--- config.mk ---
export PLATFORM = sky130hd
export DESIGN_NAME = gray_step_decoder
export DESIGN_NICKNAME = d
export VERILOG_FILES = /design/src/rtl/gray_step_decoder.sv
export SDC_FILE = /design/constraint.sdc
export NUM_CORES = 1
export LEC_CHECK = 0
export ABC_AREA = 1
export CORE_MARGIN = 5
export CORE_UTILIZATION = 45
export CTS_BUF_LIST = sky130_fd_sc_hd__clkbuf_8
export DETAILED_ROUTE_END_ITERATION = 16
export PLACE_DENSITY = 0.73
export SLEW_MARGIN = 30
export SYNTH_ARGS = -nofsm -noshare
export SYNTH_HDL_FRONTEND = slang
export SYNTH_SLANG_ARGS = --single-unit
--- constraint.sdc ---
create_clock -name clk -period 8.5 [get_ports clk]
set_clock_uncertainty 0.2 [all_clocks]
set_input_delay 0.85 -clock clk [delete_from_list [all_inputs] [get_ports clk]]
set_output_delay 0.85 -clock clk [all_outputs]
set_load 0.01 [all_outputs]
--- src/rtl/gray_step_decoder.sv ---
// rtl/gray_step_decoder.sv - Registered Gray-to-binary decoder with single-step motion tracking (option: GRAY_STEP_ERRCNT_EN)
module gray_step_decoder #(
    parameter int W     = 4,
    parameter int CNT_W = 16
) (
    input  logic             clk,
    input  logic             rst_n,
    input  logic [W-1:0]     g_in,
    input  logic             in_valid,
    input  logic             clr_err,
    output logic [W-1:0]     b_out,
    output logic             out_valid,
    output logic             step,
    output logic             dir,
    output logic             err,
    output logic [CNT_W-1:0] pos
`ifdef GRAY_STEP_ERRCNT_EN
    ,
    output logic [7:0]       err_cnt
`endif
);

    typedef enum logic [1:0] {
        IDLE  = 2'd0,
        TRACK = 2'd1,
        FAULT = 2'd2
    } state_t;

    localparam logic [W-1:0]     D_UP    = {{(W-1){1'b0}}, 1'b1};
    localparam logic [W-1:0]     D_DOWN  = {W{1'b1}};
    localparam logic [CNT_W-1:0] POS_ONE = {{(CNT_W-1){1'b0}}, 1'b1};

    state_t       state;
    logic [W-1:0] pb;
    logic [W-1:0] nb;
    logic [W-1:0] d;

    function automatic logic [W-1:0] gray2bin(input logic [W-1:0] g);
        logic [W-1:0] b;
        b[W-1] = g[W-1];
        for (int i = W - 2; i >= 0; i--) begin
            b[i] = b[i+1] ^ g[i];
        end
        return b;
    endfunction

    always_comb begin
        nb = gray2bin(g_in);
        d  = nb - pb;
    end

    always_ff @(posedge clk) begin
        if (!rst_n) begin
            state     <= IDLE;
            pb        <= '0;
            b_out     <= '0;
            out_valid <= 1'b0;
            step      <= 1'b0;
            dir       <= 1'b1;
            err       <= 1'b0;
            pos       <= '0;
`ifdef GRAY_STEP_ERRCNT_EN
            err_cnt   <= 8'd0;
`endif
        end else begin
            out_valid <= 1'b0;
            step      <= 1'b0;
            if (state == FAULT && clr_err) begin
                // A sample arriving with the clear is taken as the resync sample.
                err <= 1'b0;
                if (in_valid) begin
                    b_out     <= nb;
                    pb        <= nb;
                    out_valid <= 1'b1;
                    state     <= TRACK;
                end else begin
                    state <= IDLE;
                end
            end else if (in_valid) begin
                b_out     <= nb;
                pb        <= nb;
                out_valid <= 1'b1;
                case (state)
                    IDLE: state <= TRACK;
                    TRACK: begin
                        if (d == D_UP) begin
                            step <= 1'b1;
                            dir  <= 1'b1;
                            pos  <= pos + POS_ONE;
                        end else if (d == D_DOWN) begin
                            step <= 1'b1;
                            dir  <= 1'b0;
                            pos  <= pos - POS_ONE;
                        end else if (d != '0) begin
                            err   <= 1'b1;
                            state <= FAULT;
`ifdef GRAY_STEP_ERRCNT_EN
                            if (err_cnt != 8'hFF) begin
                                err_cnt <= err_cnt + 8'd1;
                            end
`endif
                        end
                    end
                    default: state <= FAULT;
                endcase
            end
        end
    end

endmodule
==> flow_summary.json, run 1 <==
{
  "outcome": "finished clean",
  "hold_class": "flop to flop",
  "synth_top_flop_cell": "dfxtp_1",
  "synthArstFlopShare_pct": 0,
  "synthAdderAreaFrac_pct": 13.0,
  "path_depth": 20,
  "die_h_um": 77.3,
  "antenna_cells": 0,
  "cpPeakStageDelay_ps": 550,
  "crit_top_cell": "nand2_1",
  "drt_iter0_drc": 81,
  "synth_seq_cells": 26,
  "cts_made_buffers": 3,
  "post-route-min-period_ps": 5090,
  "worstSkewPairLatency_ps": 280,
  "place.gp.congestion": 0.884,
  "tightestPinTransition_ps": 667,
  "cp_data_arrival_time_ps": 5070,
  "leakagePower_nw": 1.33,
  "synth_top_area_share_pct": 25.5,
  "p_total_mw": 0.453,
  "cp_num_buf_inv": 3,
  "portBuffers": 31,
  "finalCritPeriodShare_pct": 59.9,
  "grt_util_all_layers_pct": 15.6,
  "required_ps": 8470,
  "core-area_sq_um": 4380,
  "clock-root-buffer": "clkbuf_8",
  "ys_types": 29,
  "syn2layout_area_growth_pct": 20.2,
  "synth_xor_area_share_pct": 6.26,
  "rows": 24,
  "vias_per_cell": 4.92,
  "drtPass1Iterations": 4,
  "tns_ps": 0,
  "synthCells": 312,
  "antenna_found_initial": 0,
  "vias": 1945,
  "clk_pin_slew_worst_paths_ps": 90,
  "start_kind": "input pin",
  "drc_errors": 0,
  "cts_tree": "done",
  "ios": 32,
  "final_cell_mix": "nand2_1 (76), inv_1 (51), clkdlybuf4s50_1 (31)",
  "r2r_cells": 15,
  "final-max-slew-violation-count": 0,
  "ys_seq_area_share_pct": 25.5,
  "grt_pass1_wl_um": 8050,
  "drive_gt1_share_pct": 4.37,
  "routed_wl_um": 4640,
  "synth_top_family_by_area": "simple AND/OR/NAND/NOR gates",
  "ctsHoldBuffers": 0,
  "cts_setup_buffers": 0,
  "path_delay_family": "simple AND/OR/NAND/NOR gates",
  "wire_per_inst_um": 11.8,
  "nets": 372,
  "fill_cells": 421,
  "finalHoldViolations": 0,
  "yosys_warnings": 0,
  "synth_top_cell_by_area": "dfxtp_1",
  "syn_nets": 340,
  "die_w_um": 77.3,
  "die_area_sq_um": 5980,
  "synth-compound-area-share_pct": 13.1,
  "synth_area_leaders": "dfxtp_1 (26%), nand2_1 (14%), ha_1 (11%)",
  "grt_pass1_vias": 1869,
  "cap_violations": 0,
  "grt_max_degree": 30,
  "cts_buffer_depth": 2,
  "crit_path_top_delay_cell": "clkdlybuf4s50_1",
  "synth-edff-count": 0,
  "powerDensity_nw_per_um2": 185,
  "critPathKind": "input pin to flop",
  "endpoint_kind": "flop",
  "max_freq_mhz": 196,
  "finalSetupViolations": 0,
  "final_common_cell": "nand2_1",
  "grt_remaining_overflow": 0,
  "path_cells": "clkdlybuf4s50_1 > xor2_2 > xor2_2 > xor2_1 > inv_1 > ha_1 > fa_1 > inv_1 > nor2_1 > nand3_2 > ha_1 > or2_2 > nand4_1 > nand3_1 > nand2_1 > nand2_1 > nand2_1 > nand2_1 > nor2_1 > nor2_1",
  "drtAntennaViolNets": 0,
  "start_util_pct": 46.5,
  "synthMuxAreaShare_pct": 0,
  "dp_hpwl_um": 3470,
  "rsz0062_at_grt": "no",
  "cts_sinks": 26,
  "hold_depth": 2,
  "syn-mean-instance-area_sq_um": 6.54,
  "slew_headroom_pct": 55.4,
  "postCtsResizedCells": 0,
  "cts_max_level": 1,
  "vdd_drop_max_v": 0.000154,
  "critPathMaxFanout": 18,
  "synth_area_sq_um": 2040,
  "synthSimpleGateAreaFrac_pct": 30.7
}
==> final timing paths <==
kind                            slack, ps  startpoint     end
worst max-delay path                 3410     g_in[3]  pos[9]
worst min-delay path                  250         err     err
worst max register to register       5010       pb[0]  pos[9]
worst min register to register        250         err     err
==> cell families (layout without fill, tap and decap cells) <==
| kind of cell | after synthesis | count (layout) |
|---|---|---|
| compound gates | 51 | 51 |
| xor+xnor | 12 | 12 |
| fa+ha+maj | 20 | 20 |
| buf+inv | 57 | 88 |
| flops | 26 | 26 |
| simple gates | 146 | 146 |
==> power breakdown <==
group          switching, mW  internal [mW]
Sequential           0.00598          0.129
Clock                 0.0433         0.0631
Combinational          0.127         0.0846
Total                  0.177          0.277
==> final cells by class <==
cell class	count	area [sq um]	share of cell area, %
Clock buffer	3	41.3	1.68
Clock inverter	1	30.0	1.22
Inverter	53	199	8.11
Multi-Input combinational cell	229	1290	52.4
Sequential cell	26	520	21.2
Tap cell	52	65.1	2.65
Timing Repair Buffer	31	310	12.7
==> sequential cells by signal (all words and copies together) (netlist names) <==
| signal | flops |
|---|---|
| err | 1 |
| step | 1 |
| dir | 1 |
| pb | 4 |
| pos | 16 |
| out_valid | 1 |
| state | 2 |
==> synth_stat cells (3+ instances only) <==
master	instances
o21ai_0	18
nand4_1	3
xor2_2	3
dfxtp_1	26
ha_1	18
nor3_1	3
a21oi_1	28
nor2_1	28
xnor2_1	6
nand3_1	26
xor2_1	3
inv_1	51
nand2_1	76
==> through the flow <==
step,std cells,utilization [%],hold slack [ps],setup WS [ps],instance area (sq um)
global route,395,55.9,281,3020,2450
CTS,395,55.9,258,3380,2450
detailed placement,391,54.3,244,3130,2380
floorplan,312,-,270,4160,2040
finish,395,55.9,251,3410,2450
global placement,391,54.3,240,3260,2380
==> metal layers <==
layer | GRT usage, % | vias to the layer above | wire length [um]
li1 | - | 1059 | -
met1 | 20.2 | 834 | 2250
met2 | 26.5 | 48 | 2070
met3 | 3.86 | 4 | 286
met4 | 2.75 | 0 | 37
met5 | 0 | - | 0
==> worst reg2reg max path, cell delays in order, from the launching register on <==
cell and delay (ps):
dfxtp_1 340, ha_1 230, fa_1 530, inv_1 50
nor2_1 200, nand3_2 390, ha_1 490, or2_2 310
nand4_1 90, nand3_1 130, nand2_1 150, nand2_1 70
nand2_1 50, nand2_1 40, nor2_1 80, nor2_1 40
No activity file was read; power rests on OpenSTA's default activity.
==> run 2, diff against run 1 <==
clock period = 4.74 ns   (was 8.5 ns; I/O delays follow)
==> run 2 against run 1 <==
Sequential share of layout area down 0.41 points. Critical path depth is 4 higher. Routed wire length rose by 1.0%. Clock power increased by 78%. Non-clock buffer count is 6 higher. Sequential power is 79% higher. Sequential cell count unchanged.
==> flow_summary.json, run 2 (synthesis gave the netlist of run 1 again) <==
{
  "core-area_sq_um": 4380,
  "leakagePower_nw": 1.36,
  "drtPass1Iterations": 6,
  "required_ps": 4730,
  "slew_headroom_pct": 62.0,
  "dp_hpwl_um": 3610,
  "worst_slack_ps": 319,
  "hold_class": "flop to flop",
  "intPower_mw": 0.510,
  "die_w_um": 77.3,
  "outcome": "finished clean",
  "cts_max_level": 1,
  "pwr-share-seq_pct": 29.1,
  "grt_pass1_vias": 1910,
  "drive_gt1_share_pct": 6.30,
  "die_area_sq_um": 5980,
  "final_common_cell": "nand2_1",
  "crit_path_top_delay_cell": "clkdlybuf4s50_1",
  "vias": 2020,
  "drt_iter0_drc": 107,
  "finalCritPeriodShare_pct": 93.3,
  "cpPeakStageDelay_ps": 540,
  "portBuffers": 31,
  "worstHoldStart": "err",
  "p_clk_share_pct": 22.8,
  "p_switching_mw": 0.322,
  "clk_pin_slew_worst_paths_ps": 90,
  "powerDensity_nw_per_um2": 333,
  "finalSetupViolations": 0,
  "cts_made_buffers": 3,
  "rows": 24,
  "endpoint_kind": "flop",
  "grt_pass1_wl_um": 8340,
  "drc_errors": 0,
  "wire_per_inst_um": 11.7,
  "vdd_drop_max_v": 0.000215,
  "path_cells": "clkdlybuf4s50_1 > xor2_2 > xor2_2 > xor2_1 > inv_1 > ha_1 > fa_1 > inv_1 > nor2_1 > nand3_2 > buf_4 > ha_1 > nand2_1 > inv_1 > nand2_1 > nand2_1 > nand2_1 > nand2_1 > a21oi_1 > inv_1 > nand2_1 > nand3_1 > nand2_1 > inv_1",
  "design_area_sq_um": 2500,
  "cts_sinks": 26,
  "crit_path_start": "g_in[3]",
  "top_register": "pos",
  "cts_buffer_depth": 2,
  "pre_cts_ws_ps": 18.1,
  "max_freq_mhz": 226,
  "power_frac_comb_pct": 48.1,
  "reg_top3": "pos: 16 flops, pb: 4 flops, state: 2 flops",
  "reg2reg_from": "pb[0]",
  "routed_wl_um": 4690,
  "critPathMaxFanout": 8,
  "final-max-slew-violation-count": 0,
  "cts_tree": "done",
  "antenna_found_initial": 0,
  "start_util_pct": 46.5,
  "syn2layout_area_growth_pct": 22.6,
  "cap_violations": 0,
  "antenna_cells": 0,
  "ios": 32,
  "largest_register_ffs": 16,
  "place.gp.congestion": 0.867,
  "fill_cells": 425,
  "post-route-min-period_ps": 4420,
  "path_delay_family": "adder cells",
  "start_kind": "input pin",
  "critPathKind": "input pin to flop",
  "drtAntennaViolNets": 0,
  "cp_data_arrival_time_ps": 4410,
  "worstSkewPairLatency_ps": 280,
  "nets": 378,
  "clock-root-buffer": "clkbuf_8",
  "die_h_um": 77.3,
  "place_area_sq_um": 2410,
  "swShare_pct": 38.7,
  "grt_util_all_layers_pct": 16.2,
  "grt_max_degree": 30,
  "vias_per_cell": 5.04,
  "final_cell_mix": "nand2_1 (76), inv_1 (51), clkdlybuf4s50_1 (31)",
  "tightestPinTransition_ps": 568,
  "cp_num_buf_inv": 7,
  "finalHoldViolations": 0,
  "crit_top_cell": "nand2_1",
  "grt_remaining_overflow": 0
}
-- run 2: worst paths after layout --
check            end  slack (ps)  cells after the start
max          pos[15]         320                     24
min              err         250                      2
max reg2reg  pos[15]        1450                     19
min reg2reg      err         250                      2
-- run 2: layout make-up --
cell class | count | area (sq um) | share of cell area, %
inverter | 53 | 199 | 7.95
clock buffer | 3 | 41.3 | 1.65
multi-input combinational | 229 | 1290 | 51.6
timing repair buffer | 37 | 355 | 14.2
sequential | 26 | 520 | 20.8
clock inverter | 1 | 30.0 | 1.20
tap | 52 | 65.1 | 2.60
-- run 2: through the flow --
step | power, mW | util (%) | hold WS [ps] | setup TNS (ps) | std cells
after global routing | 0.900 | 57.0 | 281 | -2.41 | 401
after floorplan | 0.538 | - | 270 | 0 | 312
after CTS | 0.830 | 56.6 | 259 | 0 | 399
final | 0.832 | 57.0 | 251 | 0 | 401
after detailed placement | 0.635 | 55.0 | 244 | 0 | 395
after global placement | 0.632 | 55.0 | 241 | 0 | 395
-- run 2: repair_timing --
| action | 4_1_cts | 5_1_grt |
|---|---|---|
| setup endpoints to repair | 0 | 3 |
| resized for setup | 0 | 1 |
| hold buffers | 0 | 0 |
| buffers inserted | 0 | 2 |
-- run 2: metal layers --
layer / GRT usage (%) / wire, um
met1: 21.7 / 2260
met2: 27.4 / 2160
met3: 2.93 / 218
met4: 2.92 / 48
met5: 0 / 0
-- run 2: power by group through the flow --
stage	Sequential [mW]	Combinational, mW	Clock, mW
finish	0.242	0.400	0.189
global placement	0.247	0.385	0
global route	0.245	0.452	0.203
floorplan	0.250	0.288	0
CTS	0.243	0.391	0.196
detailed placement	0.248	0.387	0
-- run 2: worst register-to-register path, delay by kind of cell (launching register included) --
kind / cells / cell delay, ps
buf+inv: 5 / 440
simple gates: 10 / 930
fa+ha+maj: 3 / 1110
compound gates: 1 / 180
flops: 1 / 340
